### src/rtl/lif_tm_pkg.sv
// Shared types and helpers for the time-multiplexed LIF neuron scheduler.
package lif_tm_pkg;

  typedef enum logic [1:0] {IDLE, RUN, STALL} fsm_t;

  function automatic int idw(int n);
    return (n > 1) ? $clog2(n) : 1;
  endfunction

  // Unsigned add clamped to 2^w-1; w must be below 32.
  function automatic logic [31:0] sat_add(logic [31:0] a, logic [31:0] b, int w);
    logic [32:0] s;
    logic [32:0] m;
    s = {1'b0, a} + {1'b0, b};
    m = (33'd1 << w) - 33'd1;
    return (s > m) ? m[31:0] : s[31:0];
  endfunction

endpackage

### src/rtl/lif_spike_fifo.sv
// Spike-ID FIFO; full is taken from the registered count, so a pop never frees a slot for a same-cycle push.
module lif_spike_fifo #(
  parameter int DEPTH = 4,
  parameter int DW    = 3
) (
  input  logic          clk,
  input  logic          rst,
  input  logic          push,
  input  logic [DW-1:0] din,
  output logic          full,
  output logic          valid,
  input  logic          ready,
  output logic [DW-1:0] dout
);
  localparam int AW = (DEPTH > 1) ? $clog2(DEPTH) : 1;
  localparam int CW = $clog2(DEPTH + 1);

  logic [DW-1:0] mem [DEPTH];
  logic [AW-1:0] rd_ptr, wr_ptr;
  logic [CW-1:0] count;
  logic          do_push, do_pop;

  assign full    = (count == CW'(DEPTH));
  assign valid   = (count != '0);
  assign dout    = valid ? mem[rd_ptr] : '0;
  assign do_push = push && !full;
  assign do_pop  = valid && ready;

  always_ff @(posedge clk) begin
    if (rst) begin
      rd_ptr <= '0;
      wr_ptr <= '0;
      count  <= '0;
    end else begin
      if (do_push) begin
        mem[wr_ptr] <= din;
        wr_ptr      <= (wr_ptr == AW'(DEPTH - 1)) ? '0 : wr_ptr + 1'b1;
      end
      if (do_pop)
        rd_ptr <= (rd_ptr == AW'(DEPTH - 1)) ? '0 : rd_ptr + 1'b1;
      if (do_push && !do_pop)
        count <= count + 1'b1;
      else if (!do_push && do_pop)
        count <= count - 1'b1;
    end
  end

endmodule

### src/rtl/lif_tm_scheduler.sv
// Leaky integrate-and-fire bank sharing one update path; one slot visited per cycle,
// spikes queued as neuron IDs with valid/ready back-pressure.
module lif_tm_scheduler import lif_tm_pkg::*; #(
  parameter int N_NEURONS    = 8,
  parameter int W            = 8,
  parameter int LEAK_SHIFT   = 1,
  parameter int THRESH_RESET = 127,
  parameter int FIFO_DEPTH   = 4,
  localparam int IDW         = idw(N_NEURONS)
) (
  input  logic           clk,
  input  logic           rst,
  input  logic           en,
  input  logic [W-1:0]   current,
  input  logic           cfg_we,
  input  logic [IDW-1:0] cfg_addr,
  input  logic [W-1:0]   cfg_thr,
  output logic           spk_valid,
  input  logic           spk_ready,
  output logic [IDW-1:0] spk_id,
  output logic [IDW-1:0] slot,
  output logic           busy,
  output logic           stall,
  output logic           epoch_done
);
  fsm_t         fsm;
  logic [W-1:0] mstate [N_NEURONS];
  logic [W-1:0] thr    [N_NEURONS];
  logic [W-1:0] shifted, sum;
  logic         upd, fire, fifo_full, blocked, push;

  // Threshold compare reads the pre-write value, so a same-cycle cfg write lands after this visit.
  assign shifted = mstate[slot] >> LEAK_SHIFT;
  assign sum     = W'(sat_add(32'(current), 32'(shifted), W));
  assign fire    = (sum >= thr[slot]);
  assign upd     = (fsm != IDLE);
  assign blocked = fire && fifo_full;
  assign push    = upd && fire && !fifo_full;

  lif_spike_fifo #(.DEPTH(FIFO_DEPTH), .DW(IDW)) u_fifo (
    .clk   (clk),
    .rst   (rst),
    .push  (push),
    .din   (slot),
    .full  (fifo_full),
    .valid (spk_valid),
    .ready (spk_ready),
    .dout  (spk_id)
  );

  always_ff @(posedge clk) begin
    if (rst) begin
      fsm        <= IDLE;
      slot       <= '0;
      busy       <= 1'b0;
      stall      <= 1'b0;
      epoch_done <= 1'b0;
      for (int i = 0; i < N_NEURONS; i++) begin
        mstate[i] <= '0;
        thr[i]    <= W'(THRESH_RESET);
      end
    end else begin
      epoch_done <= 1'b0;
      if (cfg_we) thr[cfg_addr] <= cfg_thr;
      case (fsm)
        IDLE: if (en) begin
          fsm  <= RUN;
          busy <= 1'b1;
        end
        RUN, STALL: begin
          if (blocked) begin
            fsm   <= STALL;
            stall <= 1'b1;
          end else begin
            mstate[slot] <= fire ? '0 : sum;
            stall        <= 1'b0;
            if (slot == IDW'(N_NEURONS - 1)) begin
              // en only matters at the wrap, so a dropped en still finishes the epoch.
              slot       <= '0;
              epoch_done <= 1'b1;
              if (en) fsm <= RUN;
              else begin
                fsm  <= IDLE;
                busy <= 1'b0;
              end
            end else begin
              slot <= slot + 1'b1;
              fsm  <= RUN;
            end
          end
        end
        default: fsm <= IDLE;
      endcase
    end
  end

endmodule

### config.mk
export PLATFORM = sky130hd
export DESIGN_NAME = lif_tm_scheduler
export DESIGN_NICKNAME = d
export VERILOG_FILES = /design/src/rtl/lif_tm_pkg.sv /design/src/rtl/lif_spike_fifo.sv /design/src/rtl/lif_tm_scheduler.sv
export SDC_FILE = /design/constraint.sdc
export NUM_CORES = 1
export LEC_CHECK = 0
export ABC_AREA = 1
export BUFFER_PORTS_ARGS = -buffer_cell sky130_fd_sc_hd__clkbuf_2
export CAP_MARGIN = 25
export CORE_UTILIZATION = 60
export CTS_CLUSTER_DIAMETER = 200
export DETAILED_ROUTE_END_ITERATION = 12
export PLACE_DENSITY_LB_ADDON = 0.3
export SLEW_MARGIN = 40
export SYNTH_ARGS = -nofsm -noshare
export SYNTH_HDL_FRONTEND = slang
export SYNTH_SLANG_ARGS = --single-unit
### constraint.sdc
create_clock -name clk -period 12.8 [get_ports clk]
set_input_delay 1.92 -clock clk [delete_from_list [all_inputs] [get_ports clk]]
set_output_delay 1.92 -clock clk [all_outputs]
set_load 0.05 [all_outputs]
=== Yosys cells after proc, flatten, opt, wreduce, memory -nomap -nowiden ===
Memories as Yosys holds them, arrays and structs flattened. A register that Yosys moved wholly into a read port is not among the register bits.
Cells that the tools add are included.
Widths: inputs -> output; s select.

* Register bits: 15
* RAM bits: 140
* Word-level logic and storage cells: 96
* Memories: 3

* $add $sub $neg: 6
* $lt $le $gt $ge: 2
* Equality and inequality tests: 10
* Muxes and demuxes: 44
* Bitwise logic cells: 2
* Reduce and logical (&&, ||, !) cells: 21

{| class="wikitable"
|+ Memories
! memory !! words !! width !! read ports !! clocked after memory_dff !! wr ports !! line !! source
|-
| mstate || 8 || 8 || 1 || 1 || 8 || lif_tm_scheduler.sv:27 || <nowiki>logic [W-1:0] mstate [N_NEURONS];</nowiki>
|-
| thr || 8 || 8 || 1 || 1 || 8 || lif_tm_scheduler.sv:28 || <nowiki>logic [W-1:0] thr [N_NEURONS];</nowiki>
|-
| u_fifo.mem || 4 || 3 || 1 || 1 || 1 || lif_spike_fifo.sv:18 || <nowiki>logic [DW-1:0] mem [DEPTH];</nowiki>
|}

{| class="wikitable"
|+ Operators by type and width
! operator !! count
|-
| $mux 8 || 4
|-
| $mux 3 || 10
|-
| $mux 1 || 21
|-
| $reduce_or 8->1 || 2
|-
| $mux 2 || 7
|-
| $add 8x7->9 || 1
|-
| $gt 9x8->1 const B || 1
|-
| $ge 8x8->1 || 1
|-
| $ne 2x2->1 const B || 4
|-
| $logic_and 1x1->1 || 7
|-
| $add 3x1->3 const B || 2
|-
| $eq 2x2->1 const B || 3
|-
| $eq 3x3->1 const B || 2
|-
| $reduce_bool 2->1 || 3
|-
| $reduce_and 5->1 || 1
|-
| $add 2x1->2 const B || 2
|-
| $pmux 2 s2 || 1
|-
| $logic_not 1->1 || 3
|-
| $reduce_bool 3->1 || 1
|-
| $reduce_or 3->1 || 1
|-
| $sub 3x1->3 const B || 1
|-
| $eq 2x1->1 const B || 1
|-
| $logic_not 2->1 || 1
|-
| $not 1->1 || 2
|-
| other kinds (3) || 3
|}

=== Logic depth before layout (Yosys ltp) ===
* Depth after elaboration: 11
* Mapped depth: 33

=== Modules after synthesis ===
A second synthesis with hierarchy kept.

* Cell total of the unflattened synthesis: 774
* Area total of the unflattened synthesis: 7468.4 µm²

{| class="wikitable"
|+ By module, submodules not included
! module !! times used !! cells each !! area an instance (µm²)
|-
| lif_tm_scheduler || 1 || 664 || 6437.4
|-
| lif_spike_fifo || 1 || 110 || 1031.0
|}

=== Worst setup path before layout ===
OpenSTA, ideal clock, no wires.

* Kind: in2reg
* From: input port current[0]
* To: memory mstate[1][1] (enable)
* Setup time: 0.324 ns
* Arrival: 4.740 ns
* Setup slack: 7.737 ns
* Cell stages on the path: 19
* Cells stage by stage: ha_1 > fa_1 > nand3_1 > nand3_1 > a21oi_2 > inv_1 > or2_1 > ha_1 > nand2_1 > nand2_1 > nand2_1 > nand2_1 > nand2_1 > nand3_2 > nand2_2 > nand2_4 > nor2_8 > nand3_4 > nand2_1

{| class="wikitable"
|+ RTL lines
! item !! line !! source
|-
| start: declaration || lif_tm_scheduler.sv:14 || <nowiki>input logic [W-1:0] current,</nowiki>
|-
| end: declaration || lif_tm_scheduler.sv:27 ||
|}

==> metrics.yaml <==
drtPass1Iterations: 5
core_mm2: 0.0120
final.setup.tns_ps: 0
yosys-top-cells-count: "nor2_1 (194), edfxtp_1 (132), nand2_1 (129)"
ys.flop_type: "edfxtp_1"
fin_area_mm2: 0.00824
holdCritPathClass: "reg -> reg"
slew_headroom: 0.510
clock_latency_ps: 420
layout.cells.non_filler: 948
wirelength_um: 16800
syn_to_final_growth_pct: 12.3
critPathMaxStageDelay_ps: 730
cts_max_level: 4
antenna_found_initial: 0
seq_area_frac_synth: 0.595
skew_ps: 6.07
synth_edf_count: 132
clockBufferDepth: 2
num-nets-final: 840
syn_area_mm2: 0.00733
clk_root_buffer_cell: "clkbuf_16"
hold_viol_final: 0
finalMaxSlewViolations: 0
crit_path_start_kind: "register"
hold-path-cell-count: 2
hold_end: "busy"
timing.rr.end: "mstate[0][1]"
path_cells: "clkinv_2 -> o21ai_0 -> o22ai_1 -> nor2_1 -> a31oi_1 -> ha_1 -> fa_1 -> nand3_1 -> nand3_1 -> a21oi_2 -> inv_1 -> or2_1 -> ha_1 -> nand2_1 -> nand2_1 -> nand2_1 -> nand2_1 -> nand2_1 -> nand3_2 -> nand2_2 -> nand2_4 -> nor2_8 -> nand3_4 -> nand2_1"
grt_max_degree: 62
worst_pin_slew_ps: 733
grt.total_usage: 0.290
post_cts_resized: 0
critPathCaptureType: "register"
drive_above_1_share: 0.112
grt-ovfl-total: 0
synthesis.instances: 761
reg2reg_depth: 24
wl_per_cell_um: 17.8
required_ps: 12890
final_util: 0.689
status: "completed"
cp.buffers_inverters: 2
start_util: 0.613
detail_route.iter0.violations: 546
synthTopCellsByArea: "edfxtp_1 (54%), nor2_1 (9.9%), nand2_1 (6.6%), dfxtp_1 (5.5%), o21ai_0 (5.3%)"
setup_viol: 0
post_cts_buffers: 0
clock.fmax_mhz: 174
critPathKind: "reg -> reg"
std_cell_rows: 40
synth_seq_cells: 152
cts_buffers: 17
worstHoldStart: "busy"
synth_top_area_frac: 0.540
via_per_inst: 5.80
cap_violations: 0
yosysTopAreaCell: "edfxtp_1"
timing.final.crit_share: 0.450
final_antenna_net_count: 0
p_per_area_mw_per_mm2: 203
fp.dieArea_mm2: 0.0127
reg2reg_slack_ps: 7050
io_pins: 34
cp_data_arrival_time_ps: 5840
ys_async_sr_fraction: 0
num_antenna_cells: 0
peakVddDrop_v: 0.000139
drc: 0
dp_hpwl_um: 11800
cts_tree: "built"
grt_pass1_vias: 5364
portBuffers: 33
dp.cells: 917
place_area_mm2: 0.00760
power_leakage_nw: 3.22
path_common_cell: "nand2_1"
clk_pin_slew_ps: 60
vias: 5495
worstPathMaxFanout: 61
slowest_stage: "clkinv_2"
yosysMostFrequentCell: "nor2_1"
die_x_um: 113
syn_avg_cell_area_um2: 9.64
die-height_um: 113
ctsHoldBuffers: 0
clock-sinks: 152
syn-num-nets: 812
cpLargestDelayFamily: "simple AND/OR/NAND/NOR gates"
synth_cell_types: 33
ys_warn_count: 0
grt_pass1_wl_um: 27000
rsz0062_at_grt: "false"
place.gp.congestion: 0.816
post-route-min-period_ps: 5750
==> cell families after synthesis <==
family | synth area share
compound gates | 0.102
xor+xnor | 0.00358
fa+ha+maj | 0.0481
buf+inv | 0.0452
flops | 0.595
simple gates | 0.207
==> worst reg2reg max path, stage by stage (launching register included) <==
cell      delay, ps
dfxtp_4         710
clkinv_2        730
o21ai_0         410
o22ai_1         110
nor2_1          100
a31oi_1          60
ha_1            240
fa_1            410
nand3_1         110
nand3_1         140
a21oi_2         290
inv_1            80
or2_1           240
ha_1            310
nand2_1          70
nand2_1          40
nand2_1          50
nand2_1          40
nand2_1          60
nand3_2         160
nand2_2         180
nand2_4         100
nor2_8          310
nand3_4         180
nand2_1         280
==> how the worst max path moves through the flow <==
stage	cells past startpoint	endpoint	startpoint
after global placement	24	mstate[1][1]	register
after CTS	24	mstate[7][6]	register
after global routing	24	mstate[3][3]	register
after detailed placement	24	mstate[3][4]	register
after floorplan	19	mstate[1][1]	current[0]
final	24	mstate[0][1]	register
==> cells in the final DEF (no fill, tap or decap), types with 3 or more instances in the layout <==
cell type / count
clkbuf_16: 17
o21ai_1: 7
nand3_1: 10
clkbuf_1: 3
o21ai_0: 77
nand2_1: 129
nor2_1: 194
bufinv_16: 6
nor3_1: 5
dfxtp_1: 18
clkbuf_2: 33
edfxtp_1: 132
inv_2: 14
a21oi_1: 19
a31oi_1: 7
clkinv_2: 4
inv_1: 49
nand3_4: 8
o22ai_1: 14
ha_1: 25
o221ai_1: 7
==> registers in the layout, indices dropped and copies added, names as in the netlist, named ones only <==
name,flops
busy,1
epoch_done,1
fsm,2
mstate,56
slot,3
stall,1
thr,64
u_fifo.count,3
u_fifo.mem,12
u_fifo.rd_ptr,2
u_fifo.wr_ptr,2
==> power breakdown <==
part | total [mW] | switching (mW) | internal [mW] | leakage [nW]
Sequential | 0.624 | 0.0414 | 0.583 | 1.49
Combinational | 0.507 | 0.375 | 0.132 | 1.42
Clock | 0.544 | 0.182 | 0.362 | 0.313
==> per-stage QoR <==
step	power (mW)	hold slack (ps)	worst slack (ps)
global route	1.76	526	6420
global placement	1.10	453	7280
CTS	1.67	486	7090
detailed placement	1.13	475	7120
floorplan	0.972	460	7740
finish	1.67	477	7050
==> layer usage <==
metal  vias to the layer above  routed length (um)  track usage
met5                         -                   0            0
met4                         0                 327        0.118
met3                        27                1400       0.0805
met2                       246                8120        0.464
met1                      2583                6990        0.374
li1                       2639                   -            -
==> area by class of cell <==
cell class                      instances  area, um2
Inverter                               64        241
Timing Repair Buffer                   33        165
Sequential cell                       152       4370
Clock inverter                         11        203
Tap cell                              147        184
Fill cell                             899       3720
Clock buffer                           20        437
Multi-Input combinational cell        521       2640
No activity file was read; power rests on OpenSTA's default activity.
